==> config.mk <==
export PLATFORM = sky130hd
export DESIGN_NAME = muldiv_unit
export DESIGN_NICKNAME = d
export VERILOG_FILES = /design/src/rtl/muldiv_unit.sv
export SDC_FILE = /design/constraint.sdc
export NUM_CORES = 1
export LEC_CHECK = 0
export CORE_MARGIN = 2
export CORE_UTILIZATION = 35
export CTS_CLUSTER_SIZE = 12
export DETAILED_ROUTE_END_ITERATION = 7
export PLACE_DENSITY = 0.63
export RECOVER_POWER = 100
export SETUP_SLACK_MARGIN = 0.1
export SYNTH_ARGS = -nofsm -noshare
export SYNTH_HDL_FRONTEND = slang
export SYNTH_SLANG_ARGS = --single-unit
==> constraint.sdc <==
create_clock -name clk -period 12.05 [get_ports clk]
set_input_delay 2.41 -clock clk [delete_from_list [all_inputs] [get_ports clk]]
set_output_delay 2.41 -clock clk [all_outputs]
set_load 0.01 [all_outputs]
==> src/rtl/muldiv_unit.sv <==
`default_nettype none
// ============================================================================
// Module   : muldiv_unit
// Purpose  : Iterative RV32M multiply/divide unit, parametrised operand width.
//            One shift-add (multiply) or restoring-subtract (divide) step per
//            clock. Divide-by-zero and signed overflow finish after a single
//            CALC cycle.
// Ports    : clk, rst_n         - clock, asynchronous active-low reset
//            start_i            - request, sampled in IDLE or DONE only
//            op_i[2:0]          - RV32M funct3 (MUL..REMU)
//            in1_i, in2_i       - rs1 / rs2 operands
//            busy_o             - high while an operation is in CALC
//            done_o             - one-cycle pulse, result_o valid
//            result_o           - registered result
//            zero_flag_o        - registered (result_o == 0)
// Revision : 1.0 - initial release
// ============================================================================
module muldiv_unit #(
  parameter int WIDTH = 32,
  parameter int CNT_W = $clog2(WIDTH) + 1
) (
  input  logic             clk,
  input  logic             rst_n,
  input  logic             start_i,
  input  logic [2:0]       op_i,
  input  logic [WIDTH-1:0] in1_i,
  input  logic [WIDTH-1:0] in2_i,
  output logic             busy_o,
  output logic             done_o,
  output logic [WIDTH-1:0] result_o,
  output logic             zero_flag_o
);

  localparam logic [WIDTH-1:0] c_ones = {WIDTH{1'b1}};
  localparam logic [WIDTH-1:0] c_min  = {1'b1, {(WIDTH-1){1'b0}}};

  typedef enum logic [1:0] {
    S_IDLE = 2'd0,
    S_CALC = 2'd1,
    S_DONE = 2'd2
  } state_e;

  state_e             state_q, state_d;
  logic [2:0]         op_q, op_d;
  logic               neg_q, neg_d;
  logic               fast_q, fast_d;
  logic [CNT_W-1:0]   cnt_q, cnt_d;
  // Multiply: {high, low} product with the multiplier in the low half.
  // Divide  : {remainder, dividend/quotient}.
  logic [2*WIDTH-1:0] acc_q, acc_d;
  // Multiplicand or divisor magnitude.
  logic [WIDTH-1:0]   opb_q, opb_d;
  logic [WIDTH-1:0]   result_q, result_d;
  logic               zero_q, zero_d;

  // ---------------------------------------------------------------- operand decode
  logic             w_s1_signed, w_s2_signed, w_neg1, w_neg2, w_neg;
  logic [WIDTH-1:0] w_mag1, w_mag2, w_fast_val;
  logic             w_div0, w_ovf, w_fast;

  always_comb begin
    // Divides: DIV/REM signed, DIVU/REMU unsigned. Multiplies: only MULHU is
    // unsigned on in1, and only MUL/MULH treat in2 as signed.
    w_s1_signed = op_i[2] ? ~op_i[0] : (op_i[1:0] != 2'b11);
    w_s2_signed = op_i[2] ? ~op_i[0] : ~op_i[1];
    w_neg1      = w_s1_signed & in1_i[WIDTH-1];
    w_neg2      = w_s2_signed & in2_i[WIDTH-1];
    w_mag1      = w_neg1 ? -in1_i : in1_i;
    w_mag2      = w_neg2 ? -in2_i : in2_i;
    // Remainder takes the dividend's sign; everything else the XOR.
    w_neg       = (op_i[2] & op_i[1]) ? w_neg1 : (w_neg1 ^ w_neg2);

    w_div0      = op_i[2] & (in2_i == '0);
    w_ovf       = op_i[2] & ~op_i[0] & (in1_i == c_min) & (in2_i == c_ones);
    w_fast      = w_div0 | w_ovf;
    if (w_div0) w_fast_val = op_i[1] ? in1_i : c_ones;
    else        w_fast_val = op_i[1] ? '0    : in1_i;
  end

  // ---------------------------------------------------------------- datapath step
  logic [WIDTH:0]     w_add, w_shift, w_diff;
  logic [2*WIDTH-1:0] w_step, w_mul_full;
  logic [WIDTH-1:0]   w_quot, w_rem, w_final;

  always_comb begin
    // Shift-add: add multiplicand to the high half when the multiplier LSB is
    // set, then shift the whole accumulator right including the carry.
    w_add   = {1'b0, acc_q[2*WIDTH-1:WIDTH]}
            + (acc_q[0] ? {1'b0, opb_q} : {(WIDTH+1){1'b0}});
    // Restoring divide: shift the next dividend bit into the partial remainder
    // and keep the difference only if it did not borrow.
    w_shift = {acc_q[2*WIDTH-1:WIDTH], acc_q[WIDTH-1]};
    w_diff  = w_shift - {1'b0, opb_q};

    if (op_q[2])
      w_step = {(w_diff[WIDTH] ? w_shift[WIDTH-1:0] : w_diff[WIDTH-1:0]),
                acc_q[WIDTH-2:0], ~w_diff[WIDTH]};
    else
      w_step = {w_add, acc_q[WIDTH-1:1]};

    w_mul_full = neg_q ? -w_step : w_step;
    w_quot     = w_step[WIDTH-1:0];
    w_rem      = w_step[2*WIDTH-1:WIDTH];

    if (!op_q[2])
      w_final = (op_q[1:0] == 2'b00) ? w_mul_full[WIDTH-1:0]
                                     : w_mul_full[2*WIDTH-1:WIDTH];
    else if (!op_q[1])
      w_final = neg_q ? -w_quot : w_quot;
    else
      w_final = neg_q ? -w_rem : w_rem;
  end

  // ---------------------------------------------------------------- control
  always_comb begin
    state_d  = state_q;
    op_d     = op_q;
    neg_d    = neg_q;
    fast_d   = fast_q;
    cnt_d    = cnt_q;
    acc_d    = acc_q;
    opb_d    = opb_q;
    result_d = result_q;
    zero_d   = zero_q;

    case (state_q)
      S_IDLE, S_DONE: begin
        if (start_i) begin
          state_d = S_CALC;
          op_d    = op_i;
          neg_d   = w_neg;
          fast_d  = w_fast;
          cnt_d   = CNT_W'(WIDTH);
          opb_d   = op_i[2] ? w_mag2 : w_mag1;
          // Fast-path operations park their answer in the low half.
          acc_d   = {{WIDTH{1'b0}},
                     (w_fast ? w_fast_val : (op_i[2] ? w_mag1 : w_mag2))};
        end else if (state_q == S_DONE) begin
          state_d = S_IDLE;
        end
      end

      S_CALC: begin
        if (fast_q) begin
          state_d  = S_DONE;
          cnt_d    = '0;
          result_d = acc_q[WIDTH-1:0];
          zero_d   = (acc_q[WIDTH-1:0] == '0);
        end else begin
          acc_d = w_step;
          cnt_d = cnt_q - CNT_W'(1);
          if (cnt_q == CNT_W'(1)) begin
            state_d  = S_DONE;
            result_d = w_final;
            zero_d   = (w_final == '0);
          end
        end
      end

      default: state_d = S_IDLE;
    endcase
  end

  always_ff @(posedge clk or negedge rst_n) begin
    if (!rst_n) begin
      state_q  <= S_IDLE;
      op_q     <= '0;
      neg_q    <= 1'b0;
      fast_q   <= 1'b0;
      cnt_q    <= '0;
      acc_q    <= '0;
      opb_q    <= '0;
      result_q <= '0;
      zero_q   <= 1'b0;
    end else begin
      state_q  <= state_d;
      op_q     <= op_d;
      neg_q    <= neg_d;
      fast_q   <= fast_d;
      cnt_q    <= cnt_d;
      acc_q    <= acc_d;
      opb_q    <= opb_d;
      result_q <= result_d;
      zero_q   <= zero_d;
    end
  end

  assign busy_o      = (state_q == S_CALC);
  assign done_o      = (state_q == S_DONE);
  assign result_o    = result_q;
  assign zero_flag_o = zero_q;

endmodule
`default_nettype wire
==> results_dict.tcl <==
set metrics [dict create \
    first_global_vias 18000 \
    dp_hpwl_microns 58700 \
    wl_per_cell_microns 25.1 \
    gr-usage-all-layers_pct 29.7 \
    start_kind "flop" \
    finalInstanceArea_sq_um 19100 \
    clock-sinks 142 \
    yosys-top-cells-area "dfrtp_1 (21%), o21ai_0 (7.1%), nand2_1 (6.5%), a21oi_1 (6.0%), ha_1 (5.2%)" \
    path_clk_slew_ns 0.08 \
    worstPathCellList "clkbuf_1, inv_1, clkbuf_1, a2bb2oi_1, nand3_1, inv_1, ha_1, o221ai_1, nor4_1, and3_1, nand2b_1, xor2_1, nand2_1, o21ai_0, a21oi_1, or4b_1, or3_1, nor4_1, nand4_1, or4_1, o31ai_2" \
    syn_nets 2525 \
    cts_hold_buf 0 \
    path_buf_inv 4 \
    drcViolationCount 0 \
    cts-buffers-inserted 17 \
    tns_ns 0 \
    rsz0062_at_grt "no" \
    antenna_found_initial 9 \
    netlist.top_cell.by_area "dfrtp_1" \
    syn_to_final_growth_pct 11.6 \
    core_sq_um 47900 \
    fin_crit_sh_pct 76.6 \
    die_h_microns 225 \
    gp_congestion 1.02 \
    max_freq_mhz 108 \
    drtPass1Iterations 7 \
    hold_viol_final 0 \
    clock_latency_ns 0.48 \
    cts_buffer_depth 2 \
    vias_per_cell 6.32 \
    cp.arrival_ns 9.62 \
    required_ns 12.45 \
    detail_route.wirelength_microns 75400 \
    synthArstFlopShare_pct 100 \
    syn_area_per_cell_sq_um 7.17 \
    regArea_sq_um 3560 \
    max_cap_viol_count 8 \
    fin_crit_ns 9.23 \
    cpMaxStageDelayCell "clkbuf_1" \
    ys_warn_count 0 \
    yosysUniqueCellTypes 91 \
    slew_violations 416 \
    die_w_microns 225 \
    drive_gt1_share_pct 5.27 \
    drt-initial-drc-count 2216 \
    cpLargestDelayFamily "simple AND/OR/NAND/NOR gates" \
    cp.depth 21 \
    synth_area_sq_um 17100 \
    h-tree-depth 4 \
    post_dp_cell_area_sq_um 18500 \
    syn_inst 2382 \
    setup_viol 0 \
    post_cts_resized 0 \
    postCtsSetupBuffers 0 \
    synth_edf_count 0 \
    tightest_slew_ns 3.43 \
    ys_seq_elements 142 \
    port_buffers 104 \
    critPathCaptureType "flop" \
    start_util_pct 35.6 \
    ant_nets 0 \
    critPathMaxStageDelay_ns 1.92 \
    netlist.area_leader.share_pct 20.8 \
    finClkSkew_ns 0.0180 \
    multi_input_area_sq_um 12500 \
    synth.most_common_cell "nand2_1" \
    grt_pass1_wl_microns 113000 \
    die_area_sq_um 50600 \
    cts_root_buffer "clkbuf_16" \
    critPathKind "flop to flop" \
    cts_tree "built" \
    grt_overflow 0 \
    dr_total_vias 19000 \
    yosys-top-cells-count "nand2_1 (297), o21ai_0 (243), a21oi_1 (206)" \
    fill_cells 4980 \
    grt_max_degree 74 \
    io_pins 105 \
    final_net_count 2521 \
    min_path_type "flop to flop" \
    worst-path-max-fanout 56 \
    r2r_cells 21 \
    floorplan.rows 80 \
    violations "capacitance limit, slew limit" \
    hold_depth 2 \
    slew_headroom_pct -129 \
    synth_flop_cell "dfrtp_1" \
    yosysSeqAreaShare_pct 20.8 \
    status "complete, but fails checks" \
]
-- layer usage --
| layer | share of wire, % | vias up | track usage [%] |
|---|---|---|---|
| met4 | 5.9 | 2 | 15.9 |
| met2 | 43 | 1002 | 44.4 |
| met1 | 43 | 9114 | 40.4 |
| met5 | 0.017 | - | 0 |
| li1 | - | 8719 | - |
| met3 | 8.5 | 178 | 5.38 |
-- stage by stage --
step           hold slack, ns  setup slack, ns  utilization (%)  instances
3_5_place_dp            0.474             5.10             38.6       2974
3_3_place_gp            0.463             5.09             38.6       2974
4_1_cts                 0.490             5.15             39.9       3006
5_1_grt                 0.508             2.48             39.7       3006
2_1_floorplan           0.448             6.24                -       2382
6_report                0.477             2.82             39.8       3008
-- final cells by class --
| cell class | count | area share, % |
|---|---|---|
| flip-flops and latches | 142 | 18.7 |
| clock buffers | 17 | 2.23 |
| repair buffers | 140 | 6.64 |
| multi-input cells | 1984 | 65.6 |
| well taps | 615 | 4.04 |
| inverters | 93 | 1.83 |
| diodes | 2 | 0.0263 |
| clock inverters | 15 | 0.985 |
-- cells by family (layout without fill, tap and decap cells) --
group | count (synthesis) | after routing | share of synthesized area, %
buf+inv | 256 | 265 | 5.99
simple gates | 868 | 868 | 24.5
flops | 142 | 142 | 20.8
xor+xnor | 150 | 150 | 7.69
compound gates | 806 | 806 | 30.3
fa+ha+maj | 73 | 73 | 5.44
mux | 87 | 87 | 5.33
other cells | 0 | 2 | 0
-- worst min-delay path, stage by stage, from the launching register on --
cell,delay (ns)
dfrtp_1,0.34
nand2_1,0.04
o21ai_0,0.06
-- registers in the layout, indices dropped and copies added, names as in the netlist --
name         cells
cnt_q            6
fast_q           1
acc_q           64
zero_flag_o      1
state_q          2
neg_q            1
opb_q           32
result_o        32
op_q             3
-- layout by cell type, fill, tap and decap left out, types with 50 or more instances in the layout --
| cell | n |
|---|---|
| nor3_1 | 54 |
| o21ai_0 | 243 |
| mux2i_1 | 67 |
| nand2_1 | 295 |
| inv_1 | 91 |
| xnor2_1 | 94 |
| ha_1 | 71 |
| xor2_1 | 56 |
| nand3_1 | 76 |
| and2_1 | 50 |
| a21oi_1 | 206 |
| nor2_1 | 182 |
| dfrtp_1 | 140 |
| clkdlybuf4s50_1 | 65 |
-- worst paths after layout --
| path | from | endpoint | slack, ns |
|---|---|---|---|
| worst max-delay path | op_q[2] | zero_flag_o | 2.82 |
| worst min-delay path | result_o[6] | result_o[6] | 0.48 |
| worst max register to register | op_q[2] | zero_flag_o | 2.82 |
| worst min register to register | result_o[6] | result_o[6] | 0.48 |
| max in group asynchronous | rst_n | fast_q | 5.16 |
| min in group asynchronous | rst_n | opb_q[27] | 2.68 |
Power is left out: the tool's default activity adds up to more than one toggle a clock period on the data nets, which glitch-free logic cannot reach.
